--- src/rtl/button_event_if.sv ---
// Button level in, single-cycle button events out; the event generator
// takes the slave side of this bundle.
interface button_event_if;
  logic btn_s;
  logic press_pulse;
  logic release_pulse;
  logic click_pulse;
  logic long_pulse;
  logic repeat_pulse;
  logic held;

  modport master (
    output btn_s,
    input  press_pulse, release_pulse, click_pulse, long_pulse, repeat_pulse, held
  );

  modport slave (
    input  btn_s,
    output press_pulse, release_pulse, click_pulse, long_pulse, repeat_pulse, held
  );
endinterface

--- src/rtl/button_event.sv ---
// Turns a debounced button level into press/release/click/long/repeat pulses.
// Define AUTO_REPEAT_EN to emit repeat_pulse while the button stays long-held.
module button_event #(
  parameter int LONG_TIME   = 27000000,
  parameter int REPEAT_TIME = 6750000
) (
  input logic         clk,
  input logic         rst,
  button_event_if.slave bus
);

  typedef enum logic [1:0] {
    ST_IDLE  = 2'd0,
    ST_PRESS = 2'd1,
    ST_LONG  = 2'd2
  } state_t;

  localparam logic [24:0] LONG_LAST = 25'(LONG_TIME - 1);

  // Parameter range guard, evaluated at elaboration only
  if (LONG_TIME < 2 || LONG_TIME > 33554431) begin : g_bad_long
    $error("button_event: LONG_TIME out of range 2..2^25-1");
  end
  if (REPEAT_TIME < 2 || REPEAT_TIME > 33554431) begin : g_bad_repeat
    $error("button_event: REPEAT_TIME out of range 2..2^25-1");
  end

`ifdef AUTO_REPEAT_EN
  localparam logic [24:0] REPEAT_LAST = 25'(REPEAT_TIME - 1);
  logic repeat_s;
  logic repeat_r;
`endif

  state_t      state_r;
  state_t      state_nxt_s;
  logic [24:0] cnt_r;
  logic [24:0] cnt_nxt_s;
  logic        press_s;
  logic        release_s;
  logic        click_s;
  logic        long_s;
  logic        held_s;
  logic        press_r;
  logic        release_r;
  logic        click_r;
  logic        long_r;
  logic        held_r;

  // State register
  always_ff @(posedge clk or posedge rst) begin
    if (rst) begin
      state_r <= ST_IDLE;
    end else begin
      state_r <= state_nxt_s;
    end
  end

  // Next-state decode; release always wins over the long threshold
  always_comb begin
    state_nxt_s = state_r;
    case (state_r)
      ST_IDLE: begin
        if (bus.btn_s) state_nxt_s = ST_PRESS;
        else           state_nxt_s = ST_IDLE;
      end
      ST_PRESS: begin
        if (!bus.btn_s)              state_nxt_s = ST_IDLE;
        else if (cnt_r == LONG_LAST) state_nxt_s = ST_LONG;
        else                         state_nxt_s = ST_PRESS;
      end
      ST_LONG: begin
        if (!bus.btn_s) state_nxt_s = ST_IDLE;
        else            state_nxt_s = ST_LONG;
      end
      default: state_nxt_s = ST_IDLE;
    endcase
  end

  // Pulse and counter decode; counter is cleared at every terminal value
  always_comb begin
    cnt_nxt_s = 25'd0;
    press_s   = 1'b0;
    release_s = 1'b0;
    click_s   = 1'b0;
    long_s    = 1'b0;
`ifdef AUTO_REPEAT_EN
    repeat_s  = 1'b0;
`endif
    case (state_r)
      ST_IDLE: begin
        if (bus.btn_s) press_s = 1'b1;
        else           press_s = 1'b0;
      end
      ST_PRESS: begin
        if (!bus.btn_s) begin
          release_s = 1'b1;
          click_s   = 1'b1;
        end else if (cnt_r == LONG_LAST) begin
          long_s = 1'b1;
        end else begin
          cnt_nxt_s = cnt_r + 25'd1;
        end
      end
      ST_LONG: begin
        if (!bus.btn_s) begin
          release_s = 1'b1;
        end
`ifdef AUTO_REPEAT_EN
        else if (cnt_r == REPEAT_LAST) begin
          repeat_s = 1'b1;
        end else begin
          cnt_nxt_s = cnt_r + 25'd1;
        end
`else
        else begin
          cnt_nxt_s = 25'd0;
        end
`endif
      end
      default: cnt_nxt_s = 25'd0;
    endcase
    held_s = (state_nxt_s != ST_IDLE);
  end

  // Counter and registered outputs
  always_ff @(posedge clk or posedge rst) begin
    if (rst) begin
      cnt_r     <= 25'd0;
      press_r   <= 1'b0;
      release_r <= 1'b0;
      click_r   <= 1'b0;
      long_r    <= 1'b0;
      held_r    <= 1'b0;
`ifdef AUTO_REPEAT_EN
      repeat_r  <= 1'b0;
`endif
    end else begin
      cnt_r     <= cnt_nxt_s;
      press_r   <= press_s;
      release_r <= release_s;
      click_r   <= click_s;
      long_r    <= long_s;
      held_r    <= held_s;
`ifdef AUTO_REPEAT_EN
      repeat_r  <= repeat_s;
`endif
    end
  end

  assign bus.press_pulse   = press_r;
  assign bus.release_pulse = release_r;
  assign bus.click_pulse   = click_r;
  assign bus.long_pulse    = long_r;
  assign bus.held          = held_r;
`ifdef AUTO_REPEAT_EN
  assign bus.repeat_pulse  = repeat_r;
`else
  assign bus.repeat_pulse  = 1'b0;
`endif

endmodule
--- src/flat_wrapper.sv ---
// flat-port wrapper written by rule: the top's interface ports become plain ports
module button_event_flat 
#(
  parameter int LONG_TIME   = 27000000,
  parameter int REPEAT_TIME = 6750000
)
  (clk, rst, bus_btn_s, bus_press_pulse, bus_release_pulse, bus_click_pulse, bus_long_pulse, bus_repeat_pulse, bus_held);
  button_event_if bus_i ();
  input logic clk;
  input logic rst;
  input wire logic [$bits(bus_i.btn_s)-1:0] bus_btn_s;
  output wire logic [$bits(bus_i.press_pulse)-1:0] bus_press_pulse;
  output wire logic [$bits(bus_i.release_pulse)-1:0] bus_release_pulse;
  output wire logic [$bits(bus_i.click_pulse)-1:0] bus_click_pulse;
  output wire logic [$bits(bus_i.long_pulse)-1:0] bus_long_pulse;
  output wire logic [$bits(bus_i.repeat_pulse)-1:0] bus_repeat_pulse;
  output wire logic [$bits(bus_i.held)-1:0] bus_held;
  assign bus_i.btn_s = bus_btn_s;
  assign bus_press_pulse = bus_i.press_pulse;
  assign bus_release_pulse = bus_i.release_pulse;
  assign bus_click_pulse = bus_i.click_pulse;
  assign bus_long_pulse = bus_i.long_pulse;
  assign bus_repeat_pulse = bus_i.repeat_pulse;
  assign bus_held = bus_i.held;
  button_event #(.LONG_TIME(LONG_TIME), .REPEAT_TIME(REPEAT_TIME)) u_core (.clk(clk), .rst(rst), .bus(bus_i));
endmodule
--- config.mk ---
export PLATFORM = sky130hd
export DESIGN_NAME = button_event_flat
export DESIGN_NICKNAME = d
export VERILOG_FILES = /design/src/rtl/button_event_if.sv /design/src/rtl/button_event.sv /design/src/flat_wrapper.sv
export SDC_FILE = /design/constraint.sdc
export NUM_CORES = 1
export LEC_CHECK = 0
export CORE_ASPECT_RATIO = 1.25
export CORE_MARGIN = 5
export CORE_UTILIZATION = 45
export CTS_BUF_LIST = sky130_fd_sc_hd__clkbuf_16
export CTS_CLUSTER_SIZE = 25
export DETAILED_ROUTE_END_ITERATION = 8
export PLACE_DENSITY = 0.6
export SYNTH_ARGS = -nofsm -noshare
export SYNTH_HDL_FRONTEND = slang
export SYNTH_SLANG_ARGS = --single-unit
--- constraint.sdc ---
create_clock -name clk -period 2.8 [get_ports clk]
set_input_delay 0.84 -clock clk [delete_from_list [all_inputs] [get_ports clk]]
set_output_delay 0.84 -clock clk [all_outputs]
set_load 0.02 [all_outputs]
==> impl_metrics.json, run 1 <==
{
  "status": "complete, no violations",
  "skew_ns": 0.00434,
  "startpoint_type": "register",
  "intPower_uw": 909,
  "worstSetupPathType": "reg2reg",
  "ys_seq_elements": 32,
  "p_sw_share_pct": 20.4,
  "crit_fanout": 26,
  "clockRootBuffer": "clkbuf_16",
  "yosysSeqAreaShare_pct": 50.0,
  "die_x_um": 63.4,
  "cts_buffers": 5,
  "detail-route-antenna-nets": 0,
  "drt_iter0_markers": 71,
  "final_cell_mix": "dfrtp_1 (32), nor2_1 (19), nand2_1 (11), a21oi_1 (11), xnor2_1 (11)",
  "fp.dieH_um": 76.7,
  "place_inst": 202,
  "core-area_mm2": 0.00345,
  "yosys_warnings": 0,
  "grt_antenna_before_repair": 0,
  "leakage_nw": 0.724,
  "fin_area_mm2": 0.00186,
  "avgViaCountPerCell": 5.60,
  "critPathMaxStageDelay_ns": 0.74,
  "synth_top_area_share_pct": 50.0,
  "gp_congestion": 0.773,
  "diodes": 0,
  "p_comb_share_pct": 5.8,
  "crit_required_ns": 2.92,
  "synthCells": 161,
  "netlist_area_mm2": 0.00160,
  "dp_hpwl_mm": 2.04,
  "setup-tns-final_ns": 0,
  "fin_cells": 210,
  "period_share_pct": 84.7,
  "ctsHtreeMaxLevel": 2,
  "drive_above_1_share_pct": 8.19,
  "finalPower_mw": 1.14,
  "ir_drop_uv": 468,
  "cts_setup_buffers": 0,
  "clkTransAtPathRegs_ns": 0.05,
  "synth_area_leaders": "dfrtp_1 (50%), xnor2_1 (6.0%), nor2_1 (4.4%), ha_1 (3.9%), a21oi_1 (3.4%)",
  "tightest_slew_ns": 0.861,
  "path_cells": "or4bb_1 > nor4_1 > a21o_1 > a21oi_1",
  "clk_latency_ns": 0.27,
  "clkPwrFrac_pct": 52.2,
  "first_pass_iters": 4,
  "place_area_mm2": 0.00170,
  "holdCritPathClass": "reg2reg",
  "final_common_cell": "dfrtp_1",
  "numPortBuffers": 7,
  "finalHoldViolCount": 0,
  "grt_util_all_layers_pct": 14.3,
  "power_switching_uw": 233,
  "cts_hold_buf": 0,
  "io_pins": 9,
  "grt_start_max_net_pins": 33,
  "die_area_mm2": 0.00486,
  "drt-wirelength-per-cell_um": 14.3,
  "grt_pass1_wl_mm": 5.46,
  "arrival_ns": 2.49,
  "cts_max_path_buffers": 2,
  "slowest_stage": "a21o_1",
  "p_seq_share_pct": 42.0,
  "remaining_drc_errors": 0,
  "cp-end-kind": "register",
  "first_global_vias": 1182,
  "slew_headroom_pct": 42.6,
  "syn_nets": 169,
  "cts_tree": "yes",
  "wl_mm": 3.01,
  "vias": 1176,
  "globalRoute.totalOverflow": 0,
  "initial_core_util_pct": 46.4,
  "avgSynthCellArea_um2": 9.96,
  "clock-sinks": 32,
  "max_freq_mhz": 422,
  "rows": 24,
  "synth.distinct_cells": 33,
  "layout.nets": 178,
  "area_delta_synth_final_pct": 16.1,
  "maxSlewViolCount": 0,
  "powerDensity_mw_per_mm2": 614,
  "maxCapViolCount": 0,
  "setup_violations": 0,
  "fin_hold_ws_ns": 0.508,
  "rsz0062_at_grt": "false",
  "synth_top_area_cell": "dfrtp_1",
  "cts_resized": 0,
  "period_minus_slack_ns": 2.37
}
## metal layers
layer / up-vias / track usage (%) / wire [um]
li1: 578 / - / -
met1: 565 / 17.8 / 1360
met2: 25 / 21.0 / 1460
met3: 8 / 4.68 / 110
met4: 0 / 8.94 / 83
met5: - / 0 / 0
## area by class of cell
cell class,count,area (um2)
tap,39,48.8
sequential,32,801
clock inverter,3,37.5
clock buffer,5,125
fill,307,1590
inverter,10,37.5
multi-input combinational,113,733
timing repair buffer,8,77.6
## power by group through the flow
stage	combinational (mW)	clock, mW	sequential (mW)
6_report	0.0662	0.597	0.479
5_1_grt	0.0741	0.634	0.481
4_1_cts	0.0679	0.610	0.479
3_5_place_dp	0.0679	0	0.487
3_3_place_gp	0.0662	0	0.487
2_1_floorplan	0.0367	0	0.494
## logic make-up after synthesis
| kind of cell | share of synthesized area [%] |
|---|---|
| other | 0.234 |
| XOR/XNOR | 7.10 |
| buffers and inverters | 4.29 |
| AND/OR/NAND/NOR | 26.5 |
| AO/OA/AOI/OAI | 7.96 |
| flip-flops | 50.0 |
| adder cells (fa/ha/maj) | 3.90 |
## flip-flops by register name, indices dropped and copies added, names as in the netlist
name                      count
u_core.bus.release_pulse      1
u_core.bus.click_pulse        1
u_core.bus.held               1
u_core.bus.long_pulse         1
u_core.bus.press_pulse        1
u_core.state_r                2
u_core.cnt_r                 25
## worst max-delay path, delay by kind of cell, from the launching register on
family	cells	cell delay, ns
and+or+nand+nor	2	0.90
AOI/OAI and AO/OA	2	0.89
DFF	1	0.43
## synth_stat cells (all sizes together)
cell type / number
inv: 10
clkbuf: 1
or4b: 1
conb: 1
o41ai: 1
nand2: 11
nor2b: 2
or3: 5
nor3b: 1
and4: 1
nand2b: 1
a21o: 1
dfrtp: 32
o21ai: 5
nand3: 8
or4bb: 3
nand4: 5
o31ai: 3
ha: 5
or4: 5
nor4: 4
xor2: 2
nor2: 19
xnor2: 11
buf: 5
nor3: 6
a21oi: 12
## stage by stage
stage	setup slack [ns]	utilization, %
floorplan	0.776	-
global placement	0.415	49.2
detailed placement	0.368	49.2
CTS	0.427	53.9
global route	0.217	53.9
finish	0.428	53.9
## path summary, 6_finish.rpt
kind,start,end,slack [ns],cells past startpoint
worst max-delay path,u_core.cnt_r[8],u_core.state_r[0],0.43,4
worst min-delay path,u_core.cnt_r[0],u_core.cnt_r[0],0.51,1
worst max register to register,u_core.cnt_r[8],u_core.state_r[0],0.43,4
worst min register to register,u_core.cnt_r[0],u_core.cnt_r[0],0.51,1
max in group asynchronous,rst,u_core.bus.click_pulse,1.56,3
min in group asynchronous,rst,u_core.cnt_r[20],0.96,3
No activity file was read; power rests on OpenSTA's default activity.
==> run 2: changes to the inputs <==
Clock period 2.8 ns to 2.3 ns, I/O delays scaled along.
==> impl_metrics.json, run 2 (synthesized netlist as in run 1, its figures left out) <==
{
  "fill_cells": 302,
  "crit_required_ns": 2.51,
  "skew_ns": 0.00574,
  "drt_iter0_markers": 51,
  "gp_congestion": 0.741,
  "numPortBuffers": 7,
  "worstSetupPathType": "reg2reg",
  "ctsHtreeMaxLevel": 2,
  "drive_above_1_share_pct": 10.9,
  "initial_core_util_pct": 46.4,
  "fp.dieH_um": 76.7,
  "clk_latency_ns": 0.27,
  "io_pins": 9,
  "remaining_drc_errors": 0,
  "grt_start_max_net_pins": 33,
  "die_area_mm2": 0.00486,
  "grt_pass1_wl_mm": 5.51,
  "setup-tns-final_ns": 0,
  "cp-end-kind": "register",
  "holdCritPathClass": "reg2reg",
  "wl_mm": 3.02,
  "final_common_cell": "dfrtp_1",
  "clock-sinks": 32,
  "clkTransAtPathRegs_ns": 0.05,
  "vias": 1180,
  "period_minus_slack_ns": 2.11,
  "grt_antenna_before_repair": 0,
  "path_cells": "nand4_2 > or4_1 > or4_4 > a21oi_2",
  "cts_setup_buffers": 0,
  "slowest_stage": "or4_1",
  "fin_hold_ws_ns": 0.496,
  "largest_reg_flops": 25,
  "finalHoldViolCount": 0,
  "cts_resized": 0,
  "leakage_nw": 0.739,
  "cts_max_path_buffers": 2,
  "first_global_vias": 1173,
  "maxCapViolCount": 0,
  "max_freq_mhz": 474,
  "maxSlewViolCount": 0,
  "final_cell_mix": "dfrtp_1 (32), nor2_1 (19), nand2_1 (11), a21oi_1 (11), xnor2_1 (11)",
  "top_register": "u_core.cnt_r",
  "period_share_pct": 91.7,
  "die_x_um": 63.4,
  "layout.nets": 182,
  "rsz0062_at_grt": "false",
  "avgViaCountPerCell": 5.51,
  "grt_util_all_layers_pct": 14.3,
  "first_pass_iters": 4,
  "crit_buf_inv": 0,
  "detail-route-antenna-nets": 0,
  "largestRegisters": "u_core.cnt_r: 25 flops, u_core.state_r: 2 flops",
  "core-area_mm2": 0.00345,
  "area_delta_synth_final_pct": 17.3,
  "arrival_ns": 2.31,
  "cts_buffers": 5,
  "crit_fanout": 8,
  "cts_hold_buf": 0,
  "rows": 24,
  "globalRoute.totalOverflow": 0,
  "startpoint_type": "register",
  "ir_drop_uv": 688,
  "cts_tree": "yes",
  "status": "complete, no violations",
  "critPathMaxStageDelay_ns": 0.70,
  "drt-wirelength-per-cell_um": 14.1,
  "diodes": 0,
  "dp_hpwl_mm": 2.14,
  "powerDensity_mw_per_mm2": 687,
  "setup_violations": 0,
  "crit_family": "simple AND/OR/NAND/NOR gates",
  "clockRootBuffer": "clkbuf_16"
}
==> run 2: cell count changes in the layout (fill, tap and decap cells not counted), sizes merged <==
cell	delta
buf	+4
bufinv	-1
clkinv	+1
==> run 2: final cells by class <==
cell class                      count  area [um2]  share of cell area (%)
Clock inverter                      3        13.8                   0.732
Clock buffer                        5         125                    6.66
Timing Repair Buffer               12         120                    6.39
Multi-Input combinational cell    113         733                    39.0
Inverter                           10        37.5                    2.00
Sequential cell                    32         801                    42.6
Tap cell                           39        48.8                    2.60
==> run 2: worst paths after layout <==
kind                       slack, ns                to  depth (start not counted)             from
max                             0.19  u_core.cnt_r[23]                          4  u_core.cnt_r[8]
min                             0.50   u_core.cnt_r[0]                          1  u_core.cnt_r[0]
max reg2reg                     0.19  u_core.cnt_r[23]                          4  u_core.cnt_r[8]
min reg2reg                     0.50   u_core.cnt_r[0]                          1  u_core.cnt_r[0]
max in group asynchronous       1.20   u_core.cnt_r[7]                          3              rst
min in group asynchronous       0.81   u_core.cnt_r[5]                          3              rst
==> run 2: power breakdown <==
| part | switching [mW] | total [mW] | internal (mW) |
|---|---|---|---|
| sequential | 0.00720 | 0.583 | 0.576 |
| clock | 0.228 | 0.620 | 0.392 |
| combinational | 0.0538 | 0.0885 | 0.0348 |
| total | 0.289 | 1.29 | 1.00 |
==> run 2: routing by layer <==
layer | vias to the layer above | GRT usage [%] | share of wire, %
li1 | 585 | - | -
met1 | 579 | 17.9 | 46
met2 | 12 | 21.0 | 49
met3 | 4 | 5.85 | 3.5
met4 | 0 | 7.07 | 1.4
met5 | - | 0 | 0
==> run 2: stage by stage <==
step,cell area [um2],setup WS (ns),util (%),power [mW],cells
2_1_floorplan,1600,0.276,-,0.646,161
5_1_grt,1880,0.0880,54.4,1.35,214
4_1_cts,1880,0.210,54.4,1.31,214
3_3_place_gp,1740,0.276,50.4,0.680,206
6_report,1880,0.191,54.4,1.29,214
3_5_place_dp,1740,0.224,50.4,0.684,206
==> run 3: changes to the inputs <==
Settings changed: SKIP_CTS_REPAIR_TIMING from default to 1.
==> results of run 3 <==
Final layout, timing and power as in run 2 (identical DEF).
==> variant, RTL diff (config.mk and constraints of run 2) <==
The 3 states of `state_t` get a one-hot encoding in 3 bits.
--- a/src/rtl/button_event.sv
+++ b/src/rtl/button_event.sv
@@ -9,10 +9,10 @@
   button_event_if.slave bus
 );
 
-  typedef enum logic [1:0] {
-    ST_IDLE  = 2'd0,
-    ST_PRESS = 2'd1,
-    ST_LONG  = 2'd2
+  typedef enum logic [2:0] {
+    ST_IDLE  = 3'b001,
+    ST_PRESS = 3'b010,
+    ST_LONG  = 3'b100
   } state_t;
 
   localparam logic [24:0] LONG_LAST = 25'(LONG_TIME - 1);
Behaviour: no difference found for any inputs over 10 cycles, from zero or initial values and one cycle with rst high; not proved beyond that.
==> variant against run 2 <==
  * Area after synthesis up 1.3%
  * Via count up 4.1%
  * Cell count up 1.4%
  * Clock skew down 4.1 ps
  * Worst setup slack better by 120 ps
  * Worst hold slack better by 16 ps
  * Power up 12%
  * Sequential cell count up 1
  * Count of clock-buffer cells in the layout unchanged
  * Cell area down 0.13%
  * Routed wire length up 6.4%
  * Combinational power up 99%
==> variant: results (changes against run 2) <==
outcome: "finished clean"
final_nets: 181  # -0.55%
drive_above_1_share_pct: 12.4  # +1.5 points
skew_ps: 1.61  # -4.12 ps
syn_nets: 167  # -1.2%
gp_congestion: 0.768  # +3.6%
slowest_delay_ps: 660  # -40 ps
crit_family: "simple AND/OR/NAND/NOR gates"
grt_pass1_wl_um: 5600  # +1.6%
grt_usage_pct: 14.4  # +0.15 points
grtUsageMet2_pct: 23.1  # +2.0 points
p_leak_uw: 0.000714  # -3.3%
p_int_uw: 1100  # +9.4%
drtIter0Drc: 52  # +2.0%
vdd_drop_max_mv: 0.677  # -1.6%
wl_per_cell_um: 14.8  # +4.9%
grt_max_degree: 34  # +3.0%
post-cts-setup-buffers: 0  # unchanged
firstDrtPassIters: 5  # +1
vias_per_cell: 5.66  # +2.6%
yosys_most_used_dff: "dfrtp_1"
diodes: 0  # unchanged
crit_slowest_cell: "or4_4"
use_met1_pct: 17.1  # -0.75 points
synthDistinctLibCells: 38  # +15%
synthTopCellsByArea: "dfrtp_1 (49%), nor2_1 (3.9%), xnor2_1 (3.8%), xor2_1 (3.2%), a21oi_1 (3.1%)"
largestRegisters: "u_core.cnt_r (25), u_core.state_r (3)"
synth-seq-area-share_pct: 50.9  # +0.96 points
synthTopCellsByCount: "dfrtp_1 (32), nor2_1 (17), a21oi_1 (10), nand3_1 (9)"
worstPathMaxFanout: 11  # +3
hpwl_um: 2280  # +6.5%
pre_cts_ws_ps: 124  # -100 ps
cts_resized: 0  # unchanged
grt_pass1_vias: 1236  # +5.4%
n_fill_cell: 307  # +1.7%
worst_skew_pair.late_latency_ps: 270  # about the same
grtUsageMet3_pct: 5.26  # -0.58 points
crit_arrival_ps: 2190  # -120 ps
[variant: cell types whose count changed after synthesis, sizes merged, moves of 3 or more]
cell | run 2 | this run
nor3 | 6 | 3
nand4 | 5 | 8
and3 | 0 | 3
nand2 | 11 | 6
o21ai | 5 | 8
and2 | 0 | 3
inv | 10 | 7
or4bb | 3 | 0
xnor2 | 11 | 7
ha | 5 | 1
nand2b | 1 | 4
xor2 | 2 | 6
[variant: path summary, 6_finish.rpt]
path | from | to | slack (ps) | cells after the start
worst max-delay path | u_core.cnt_r[2] | u_core.cnt_r[23] | 310 | 4
worst min-delay path | u_core.cnt_r[0] | u_core.cnt_r[0] | 510 | 1
worst max register to register | u_core.cnt_r[2] | u_core.cnt_r[23] | 310 | 4
worst min register to register | u_core.cnt_r[0] | u_core.cnt_r[0] | 510 | 1
max in group asynchronous | rst | u_core.state_r[0] | 1170 | 3
min in group asynchronous | rst | u_core.bus.held | 810 | 3
[variant: logic make-up after synthesis]
group | after synthesis | share of synthesized area (%)
compound gates | 27 | 9.79
xor+xnor | 13 | 7.01
other cells | 1 | 0.231
simple gates | 76 | 27.1
flops | 33 | 50.9
buf+inv | 12 | 4.16
fa+ha+maj | 1 | 0.770
[variant: cell type report]
type | count | area [µm²] | share of cell area (%)
multi-input combinational | 118 | 729 | 38.9
clock inverter | 3 | 12.5 | 0.667
tap | 39 | 48.8 | 2.60
inverter | 7 | 26.3 | 1.40
timing repair buffer | 12 | 108 | 5.73
clock buffer | 5 | 125 | 6.67
sequential | 33 | 827 | 44.1
[variant: power groups by stage]
stage / combinational (µW) / clock, µW / sequential, µW
6_report: 176 / 610 / 660
5_1_grt: 195 / 667 / 668
4_1_cts: 179 / 629 / 660
3_5_place_dp: 178 / 0 / 670
3_3_place_gp: 176 / 0 / 668
2_1_floorplan: 89.7 / 0 / 689
[variant: layer usage]
metal / vias to the layer above / routed length, µm
met5: - / 0
met4: 0 / 21
met3: 2 / 119
met2: 16 / 1660
met1: 595 / 1410
li1: 615 / -
[variant: per-stage QoR]
stage	std cells	cell area [µm²]	util (%)
after floorplan	163	1620	-
after global placement	209	1740	49.9
after detailed placement	209	1740	49.9
after CTS	217	1880	53.9
after global routing	217	1880	53.9
final	217	1880	53.9
